--- src/rtl/hpu_ctrl_regs.sv ---
// hpu_ctrl_regs: AXI-Lite control/status register block for the HPU.
//
// Terminates the host AXI-Lite slave port and holds the datapath
// configuration (run/gen, N-gram, per-core address count, remainder,
// item-memory count). It also drives the item-memory generation counter,
// and gen clears itself when the counter reaches the item count. Writes
// honour byte strobes, and unmapped accesses answer SLVERR. STATUS bits are
// sticky and write-1-to-clear. A saturating counter counts the cycles in
// which run is high.
//
// Optional feature: define HPU_CTRL_IRQ_EN to add the IRQ_EN register at
// 0x1C and the level interrupt output irq.
//
// Ports:
//   clk, rst           single clock, synchronous active-high reset
//   S_AXI_*            AXI-Lite slave (AW/W/B write, AR/R read channels)
//   get_fin            one-cycle pulse when a job's input is consumed
//   run, gen           datapath mode bits
//   addr_j, addr_i     N-gram register, address count per core
//   remainder          remainder register
//   item_memory_num    item-memory count register
//   item_a             item-memory generation index
//   item_last          high while gen=1 and item_a==item_memory_num
//   irq                level interrupt (HPU_CTRL_IRQ_EN only)
module hpu_ctrl_regs #(
  parameter int ADDR_W  = 12,
  parameter int CNT_W   = 16,
  parameter int ADDRJ_W = 20,
  parameter int ADDRI_W = 20,
  parameter int REM_W   = 5
) (
  input  logic               clk,
  input  logic               rst,
  input  logic [ADDR_W-1:0]  S_AXI_AWADDR,
  input  logic               S_AXI_AWVALID,
  output logic               S_AXI_AWREADY,
  input  logic [31:0]        S_AXI_WDATA,
  input  logic [3:0]         S_AXI_WSTRB,
  input  logic               S_AXI_WVALID,
  output logic               S_AXI_WREADY,
  output logic [1:0]         S_AXI_BRESP,
  output logic               S_AXI_BVALID,
  input  logic               S_AXI_BREADY,
  input  logic [ADDR_W-1:0]  S_AXI_ARADDR,
  input  logic               S_AXI_ARVALID,
  output logic               S_AXI_ARREADY,
  output logic [31:0]        S_AXI_RDATA,
  output logic [1:0]         S_AXI_RRESP,
  output logic               S_AXI_RVALID,
  input  logic               S_AXI_RREADY,
  input  logic               get_fin,
  output logic               run,
  output logic               gen,
  output logic [ADDRJ_W-1:0] addr_j,
  output logic [ADDRI_W-1:0] addr_i,
  output logic [REM_W-1:0]   remainder,
  output logic [CNT_W-1:0]   item_memory_num,
  output logic [CNT_W-1:0]   item_a,
  output logic               item_last
`ifdef HPU_CTRL_IRQ_EN
  ,
  output logic               irq
`endif
);

`ifdef HPU_CTRL_IRQ_EN
  localparam logic [2:0] LAST_WORD = 3'd7;
`else
  localparam logic [2:0] LAST_WORD = 3'd6;
`endif
  localparam logic [1:0] RESP_OKAY   = 2'b00;
  localparam logic [1:0] RESP_SLVERR = 2'b10;

  typedef enum logic [2:0] {
    ST_IDLE = 3'd0,
    ST_AW   = 3'd1,
    ST_W    = 3'd2,
    ST_B    = 3'd3,
    ST_AR1  = 3'd4,
    ST_AR2  = 3'd5
  } state_t;

  // Mapped means: inside the 32-byte register window and not past the last implemented word.
  function automatic logic addr_mapped(input logic [ADDR_W-1:0] a);
    logic [ADDR_W-1:0] off;
    off = a >> 2;
    addr_mapped = ((off >> 3) == {ADDR_W{1'b0}}) && (off[2:0] <= LAST_WORD);
  endfunction

  // Byte-lane merge of new write data into an old register value.
  function automatic logic [31:0] lane_merge(input logic [31:0] old,
                                             input logic [31:0] data,
                                             input logic [3:0]  strb);
    logic [31:0] mask;
    for (int k = 0; k < 4; k++) begin
      mask[8*k +: 8] = {8{strb[k]}};
    end
    lane_merge = (old & ~mask) | (data & mask);
  endfunction

  state_t            state_r;
  logic [ADDR_W-1:0] awaddr_r;
  logic [ADDR_W-1:0] araddr_r;
  logic [31:0]       wdata_r;
  logic [3:0]        wstrb_r;
  logic              wr_pend_r;   // high only during the first cycle in B
  logic [1:0]        status_r;
  logic [31:0]       cycles_r;
`ifdef HPU_CTRL_IRQ_EN
  logic [1:0]        irq_en_r;
`endif

  logic              wr_en_s;
  logic [2:0]        wr_word_s;
  logic              ctrl_we_s;
  logic              gen_hit_s;
  logic              run_rise_s;
  logic [1:0]        status_clr_s;
  logic [31:0]       rd_data_s;
  logic              rd_ok_s;

  // Write decode, generation-counter terminal detect and read mux.
  always_comb begin
    wr_en_s      = wr_pend_r && addr_mapped(awaddr_r);
    wr_word_s    = awaddr_r[4:2];
    ctrl_we_s    = wr_en_s && (wr_word_s == 3'd0) && wstrb_r[0];
    run_rise_s   = ctrl_we_s && wdata_r[1] && !run;
    gen_hit_s    = gen && (item_a == item_memory_num);
    if (wr_en_s && (wr_word_s == 3'd5) && wstrb_r[0]) begin
      status_clr_s = wdata_r[1:0];
    end else begin
      status_clr_s = 2'b00;
    end
    rd_ok_s   = addr_mapped(araddr_r);
    rd_data_s = 32'd0;
    if (rd_ok_s) begin
      case (araddr_r[4:2])
        3'd0:    rd_data_s = {30'd0, run, gen};
        3'd1:    rd_data_s = 32'(addr_j);
        3'd2:    rd_data_s = 32'(addr_i);
        3'd3:    rd_data_s = 32'(remainder);
        3'd4:    rd_data_s = 32'(item_memory_num);
        3'd5:    rd_data_s = {30'd0, status_r};
        3'd6:    rd_data_s = cycles_r;
`ifdef HPU_CTRL_IRQ_EN
        3'd7:    rd_data_s = {30'd0, irq_en_r};
`endif
        default: rd_data_s = 32'd0;
      endcase
    end else begin
      rd_data_s = 32'd0;
    end
  end

  assign item_last = gen_hit_s;

  // AXI-Lite handshake FSM with registered ready/valid/response outputs.
  always_ff @(posedge clk) begin
    if (rst) begin
      state_r       <= ST_IDLE;
      S_AXI_AWREADY <= 1'b1;
      S_AXI_WREADY  <= 1'b1;
      S_AXI_ARREADY <= 1'b1;
      S_AXI_BVALID  <= 1'b0;
      S_AXI_RVALID  <= 1'b0;
      S_AXI_BRESP   <= RESP_OKAY;
      S_AXI_RRESP   <= RESP_OKAY;
      S_AXI_RDATA   <= 32'd0;
      awaddr_r      <= {ADDR_W{1'b0}};
      araddr_r      <= {ADDR_W{1'b0}};
      wdata_r       <= 32'd0;
      wstrb_r       <= 4'd0;
      wr_pend_r     <= 1'b0;
    end else begin
      wr_pend_r <= 1'b0;
      case (state_r)
        ST_IDLE: begin
          if (S_AXI_AWVALID && S_AXI_WVALID) begin
            awaddr_r      <= S_AXI_AWADDR;
            wdata_r       <= S_AXI_WDATA;
            wstrb_r       <= S_AXI_WSTRB;
            S_AXI_BRESP   <= addr_mapped(S_AXI_AWADDR) ? RESP_OKAY : RESP_SLVERR;
            state_r       <= ST_B;
            S_AXI_BVALID  <= 1'b1;
            wr_pend_r     <= 1'b1;
            S_AXI_AWREADY <= 1'b0;
            S_AXI_WREADY  <= 1'b0;
            S_AXI_ARREADY <= 1'b0;
          end else if (S_AXI_AWVALID) begin
            awaddr_r      <= S_AXI_AWADDR;
            state_r       <= ST_AW;
            S_AXI_AWREADY <= 1'b0;
            S_AXI_ARREADY <= 1'b0;
          end else if (S_AXI_WVALID) begin
            wdata_r       <= S_AXI_WDATA;
            wstrb_r       <= S_AXI_WSTRB;
            state_r       <= ST_W;
            S_AXI_WREADY  <= 1'b0;
            S_AXI_ARREADY <= 1'b0;
          end else if (S_AXI_ARVALID) begin
            araddr_r      <= S_AXI_ARADDR;
            state_r       <= ST_AR1;
            S_AXI_AWREADY <= 1'b0;
            S_AXI_WREADY  <= 1'b0;
            S_AXI_ARREADY <= 1'b0;
          end else begin
            state_r <= ST_IDLE;
          end
        end
        ST_AW: begin
          if (S_AXI_WVALID) begin
            wdata_r      <= S_AXI_WDATA;
            wstrb_r      <= S_AXI_WSTRB;
            S_AXI_BRESP  <= addr_mapped(awaddr_r) ? RESP_OKAY : RESP_SLVERR;
            state_r      <= ST_B;
            S_AXI_BVALID <= 1'b1;
            wr_pend_r    <= 1'b1;
            S_AXI_WREADY <= 1'b0;
          end else begin
            state_r <= ST_AW;
          end
        end
        ST_W: begin
          if (S_AXI_AWVALID) begin
            awaddr_r      <= S_AXI_AWADDR;
            S_AXI_BRESP   <= addr_mapped(S_AXI_AWADDR) ? RESP_OKAY : RESP_SLVERR;
            state_r       <= ST_B;
            S_AXI_BVALID  <= 1'b1;
            wr_pend_r     <= 1'b1;
            S_AXI_AWREADY <= 1'b0;
          end else begin
            state_r <= ST_W;
          end
        end
        ST_B: begin
          if (S_AXI_BREADY) begin
            state_r       <= ST_IDLE;
            S_AXI_BVALID  <= 1'b0;
            S_AXI_AWREADY <= 1'b1;
            S_AXI_WREADY  <= 1'b1;
            S_AXI_ARREADY <= 1'b1;
          end else begin
            state_r <= ST_B;
          end
        end
        ST_AR1: begin
          S_AXI_RDATA  <= rd_data_s;
          S_AXI_RRESP  <= rd_ok_s ? RESP_OKAY : RESP_SLVERR;
          S_AXI_RVALID <= 1'b1;
          state_r      <= ST_AR2;
        end
        ST_AR2: begin
          if (S_AXI_RREADY) begin
            state_r       <= ST_IDLE;
            S_AXI_RVALID  <= 1'b0;
            S_AXI_AWREADY <= 1'b1;
            S_AXI_WREADY  <= 1'b1;
            S_AXI_ARREADY <= 1'b1;
          end else begin
            state_r <= ST_AR2;
          end
        end
        default: begin
          state_r       <= ST_IDLE;
          S_AXI_BVALID  <= 1'b0;
          S_AXI_RVALID  <= 1'b0;
          S_AXI_AWREADY <= 1'b1;
          S_AXI_WREADY  <= 1'b1;
          S_AXI_ARREADY <= 1'b1;
        end
      endcase
    end
  end

  // Register file, generation counter, sticky status, cycle counter and irq.
  always_ff @(posedge clk) begin
    if (rst) begin
      run             <= 1'b0;
      gen             <= 1'b0;
      addr_j          <= {ADDRJ_W{1'b0}};
      addr_i          <= {ADDRI_W{1'b0}};
      remainder       <= {REM_W{1'b0}};
      item_memory_num <= {CNT_W{1'b0}};
      item_a          <= {CNT_W{1'b0}};
      status_r        <= 2'b00;
      cycles_r        <= 32'd0;
`ifdef HPU_CTRL_IRQ_EN
      irq_en_r        <= 2'b00;
      irq             <= 1'b0;
`endif
    end else begin
      // An explicit CTRL write takes priority over the gen auto-clear.
      if (ctrl_we_s) begin
        gen <= wdata_r[0];
        run <= wdata_r[1];
      end else if (gen_hit_s) begin
        gen <= 1'b0;
      end else begin
        gen <= gen;
      end
      if (wr_en_s) begin
        case (wr_word_s)
          3'd1:    addr_j          <= ADDRJ_W'(lane_merge(32'(addr_j), wdata_r, wstrb_r));
          3'd2:    addr_i          <= ADDRI_W'(lane_merge(32'(addr_i), wdata_r, wstrb_r));
          3'd3:    remainder       <= REM_W'(lane_merge(32'(remainder), wdata_r, wstrb_r));
          3'd4:    item_memory_num <= CNT_W'(lane_merge(32'(item_memory_num), wdata_r, wstrb_r));
`ifdef HPU_CTRL_IRQ_EN
          3'd7:    irq_en_r        <= 2'(lane_merge({30'd0, irq_en_r}, wdata_r, wstrb_r));
`endif
          default: ;
        endcase
      end
      // Set terms are OR-ed after the clear so a same-cycle set wins.
      status_r <= (status_r & ~status_clr_s) | {get_fin, gen_hit_s};
      item_a   <= gen ? (item_a + CNT_W'(1)) : {CNT_W{1'b0}};
      if (run_rise_s) begin
        cycles_r <= 32'd0;
      end else if (run && (cycles_r != 32'hFFFF_FFFF)) begin
        cycles_r <= cycles_r + 32'd1;
      end else begin
        cycles_r <= cycles_r;
      end
`ifdef HPU_CTRL_IRQ_EN
      irq <= |(status_r & irq_en_r);
`endif
    end
  end

endmodule
--- config.mk ---
export PLATFORM = sky130hd
export DESIGN_NAME = hpu_ctrl_regs
export DESIGN_NICKNAME = d
export VERILOG_FILES = /design/src/rtl/hpu_ctrl_regs.sv
export SDC_FILE = /design/constraint.sdc
export NUM_CORES = 1
export LEC_CHECK = 0
export CORE_ASPECT_RATIO = 0.9
export CORE_MARGIN = 8
export CORE_UTILIZATION = 30
export CTS_CLUSTER_DIAMETER = 40
export DETAILED_ROUTE_END_ITERATION = 12
export GPL_TIMING_DRIVEN = 0
export PLACE_DENSITY = 0.63
export SLEW_MARGIN = 20
export SYNTH_ARGS = -nofsm -noshare
export SYNTH_HDL_FRONTEND = slang
export SYNTH_SLANG_ARGS = --single-unit
--- constraint.sdc ---
create_clock -name clk -period 5.61 [get_ports clk]
set_input_delay 0.8415 -clock clk [delete_from_list [all_inputs] [get_ports clk]]
set_output_delay 0.8415 -clock clk [all_outputs]
set_load 0.005 [all_outputs]
==> impl_metrics.env <==
export IMPL_hp_class="reg -> reg"
export IMPL_cts_tree="built"
export IMPL_h_tree_depth=4
export IMPL_critPathMaxFanout=4
export IMPL_syn_avg_cell_area_sq_um=8.491
export IMPL_synth_top_area_frac=0.4542
export IMPL_p_leak_nw=3.889
export IMPL_core_rowCount=59
export IMPL_routed_wirelength_microns=30970
export IMPL_via_count=8209
export IMPL_syn_cell_area_sq_mm=0.008771
export IMPL_crit_chain="xor2_1 -> nor4_1 -> nand2_1 -> nor4_1 -> clkdlybuf4s50_1"
export IMPL_synthArstFlopShare=0
export IMPL_netlist_top_cells_count="dfxtp_1, nand2_1, nor2_1, a21oi_1, o21ai_0"
export IMPL_clkPwrFrac=0.418
export IMPL_path_clk_slew_ps=70
export IMPL_post_place_ws_ps=2426
export IMPL_grt_max_degree=20
export IMPL_max_freq_mhz=277.5
export IMPL_yosysUniqueCellTypes=68
export IMPL_grt_remaining_overflow=0
export IMPL_skew_ps=12.31
export IMPL_dieArea_sq_mm=0.03497
export IMPL_power_frac_comb=0.072
export IMPL_drt_iter0_markers=880
export IMPL_irDropWorstVdd_mv=0.2111
export IMPL_switching_share=0.2617
export IMPL_start_util=0.3039
export IMPL_tightest_slew_ps=929.9
export IMPL_utilization=0.3993
export IMPL_first_global_vias=7868
export IMPL_post_cts_resized=0
export IMPL_arrival_ps=2760
export IMPL_yosys_most_used_dff="dfxtp_1"
export IMPL_wl_per_cell_microns=18.99
export IMPL_critPathLaunchType="flop"
export IMPL_cp_end_kind="output port"
export IMPL_cp_required_ps=4770
export IMPL_synth_most_common_cell="dfxtp_1"
export IMPL_area_growth_synth_to_final_pct=31.41
export IMPL_instances_no_fill=1631
export IMPL_core_area_sq_mm=0.02886
export IMPL_max_slew_margin=0.3801
export IMPL_synth_cells=1033
export IMPL_synth_area_top_cells="dfxtp_1, nand2_1, a21oi_1"
export IMPL_ant_nets=0
export IMPL_crit_path_frequent_cell="nor4_1"
export IMPL_cap_violations=0
export IMPL_p_sw_w=0.0007505
export IMPL_ys_warn_count=0
export IMPL_via_per_inst=5.033
export IMPL_antenna_found_initial=0
export IMPL_fp_dieH_microns=178.2
export IMPL_fin_crit_ps=3604
export IMPL_setup_viol=0
export IMPL_grt_pass1_wl_microns=47240
export IMPL_max_stage_delay_ps=640
export IMPL_dp_hpwl_microns=24350
export IMPL_place_gp_congestion=0.9375
export IMPL_tns_ps=0
export IMPL_fin_ws_ps=2006
export IMPL_nets=1292
export IMPL_clock_root_buffer="clkbuf_16"
export IMPL_clk_latency_ps=440
export IMPL_antenna_diode_count=0
export IMPL_critPathKind="reg -> out"
export IMPL_firstDrtPassIters=8
export IMPL_power_frac_seq=0.510
export IMPL_intPower_w=0.002117
export IMPL_finalCritPeriodShare=0.6423
export IMPL_clock_sinks=199
export IMPL_power_density_mw_per_mm2=248.8
export IMPL_synth_edf_count=0
export IMPL_synth_seq_cells=199
export IMPL_port_buffers=169
export IMPL_clk_path_buf_depth=2
export IMPL_drt_drc_violations_left=0
export IMPL_post_cts_repair_setup_buffers=0
export IMPL_slowest_stage="clkdlybuf4s50_1"
export IMPL_rsz0062_at_grt="false"
export IMPL_gr_usage_all_layers=0.1746
export IMPL_nFillCells=2893
export IMPL_placedCellCount=1599
export IMPL_outcome="completed"
export IMPL_hold_viol_final=0
export IMPL_cts_hold_buf=0
export IMPL_io_pins=189
export IMPL_yosys_area_top_type="dfxtp_1"
export IMPL_drv_slew=0
export IMPL_cts_buffers=17
export IMPL_synth_seq_area_share=0.4542
export IMPL_die_w_microns=196.2
export IMPL_drive_above_1_share=0.07449
[routing by layer]
| metal | track usage | up-vias | share of wire |
|---|---|---|---|
| met3 | 0.03753 | 42 | 0.056 |
| met1 | 0.2255 | 3879 | 0.45 |
| met5 | 0 | - | 0 |
| li1 | - | 4017 | - |
| met4 | 0.05901 | 0 | 0.027 |
| met2 | 0.2862 | 271 | 0.46 |
[cell usage in the layout (no fill, tap or decap), types with 23 or more instances in the layout]
master / synthesis / layout
xnor2_1: 26 / 26
mux2i_1: 46 / 46
nor2_1: 111 / 111
a22oi_1: 40 / 40
nand2_1: 174 / 174
a21oi_1: 93 / 93
dfxtp_1: 199 / 199
clkdlybuf4s50_1: 0 / 169
nand3_1: 23 / 23
o21ai_0: 54 / 54
clkbuf_1: 45 / 47
[worst paths after layout]
check / startpoint / cells past startpoint / to / slack, ps
min: awaddr_r[11]$_SDFFE_PP0N_ / 2 / awaddr_r[11]$_SDFFE_PP0N_ / 470
max reg2reg: state_r[2]$_SDFF_PP0_ / 7 / S_AXI_RDATA[26]$_SDFFE_PP0P_ / 2940
min reg2reg: awaddr_r[11]$_SDFFE_PP0N_ / 2 / awaddr_r[11]$_SDFFE_PP0N_ / 470
max: flop / 5 / item_last / 2010
[metrics by stage]
stage	power (W)	instance area, sq um	hold slack, ps
after global placement	0.001698	10960	453.3
after floorplan	0.001599	8775	443.6
after detailed placement	0.001701	10960	454.5
final	0.002867	11530	471.0
after global routing	0.002978	11530	490.5
after CTS	0.002881	11530	471.6
[worst max-delay path: cells and delay by family, from the launching register on]
family | cells | cell delay [ps]
XOR/XNOR | 1 | 110
AND/OR/NAND/NOR | 3 | 1050
flip-flops | 1 | 520
buffers and inverters | 1 | 640
[logic make-up (layout without fill, tap and decap cells)]
logic type / Yosys count / in the layout / synth area share
AND/OR/NAND/NOR: 420 / 420 / 0.2257
adder cells (fa/ha/maj): 2 / 2 / 0.002853
buffers and inverters: 75 / 276 / 0.03695
multiplexers: 63 / 63 / 0.07689
other: 1 / 2 / 0.0004275
flip-flops: 199 / 199 / 0.4542
XOR/XNOR: 46 / 46 / 0.04593
AO/OA/AOI/OAI: 227 / 227 / 0.1571
[final cells by class]
| type | count | area (sq um) | area share |
|---|---|---|---|
| multi-input combinational | 760 | 4467 | 0.3875 |
| sequential | 199 | 3984 | 0.3456 |
| timing repair buffer | 169 | 1692 | 0.1468 |
| tap | 396 | 495.5 | 0.04299 |
| clock buffer | 19 | 432.9 | 0.03756 |
| buffer | 64 | 282.8 | 0.02453 |
| clock inverter | 13 | 131.4 | 0.01140 |
| inverter | 11 | 41.29 | 0.003582 |
[power by group through the flow]
stage	logic, W	clock network (W)	registers, W
6_report	0.000206	0.00120	0.00146
5_1_grt	0.000227	0.00128	0.00147
4_1_cts	0.000206	0.00121	0.00146
3_5_place_dp	0.000205	0	0.00150
3_3_place_gp	0.000203	0	0.00149
2_1_floorplan	0.000111	0	0.00149
No activity file was read; power rests on OpenSTA's default activity.
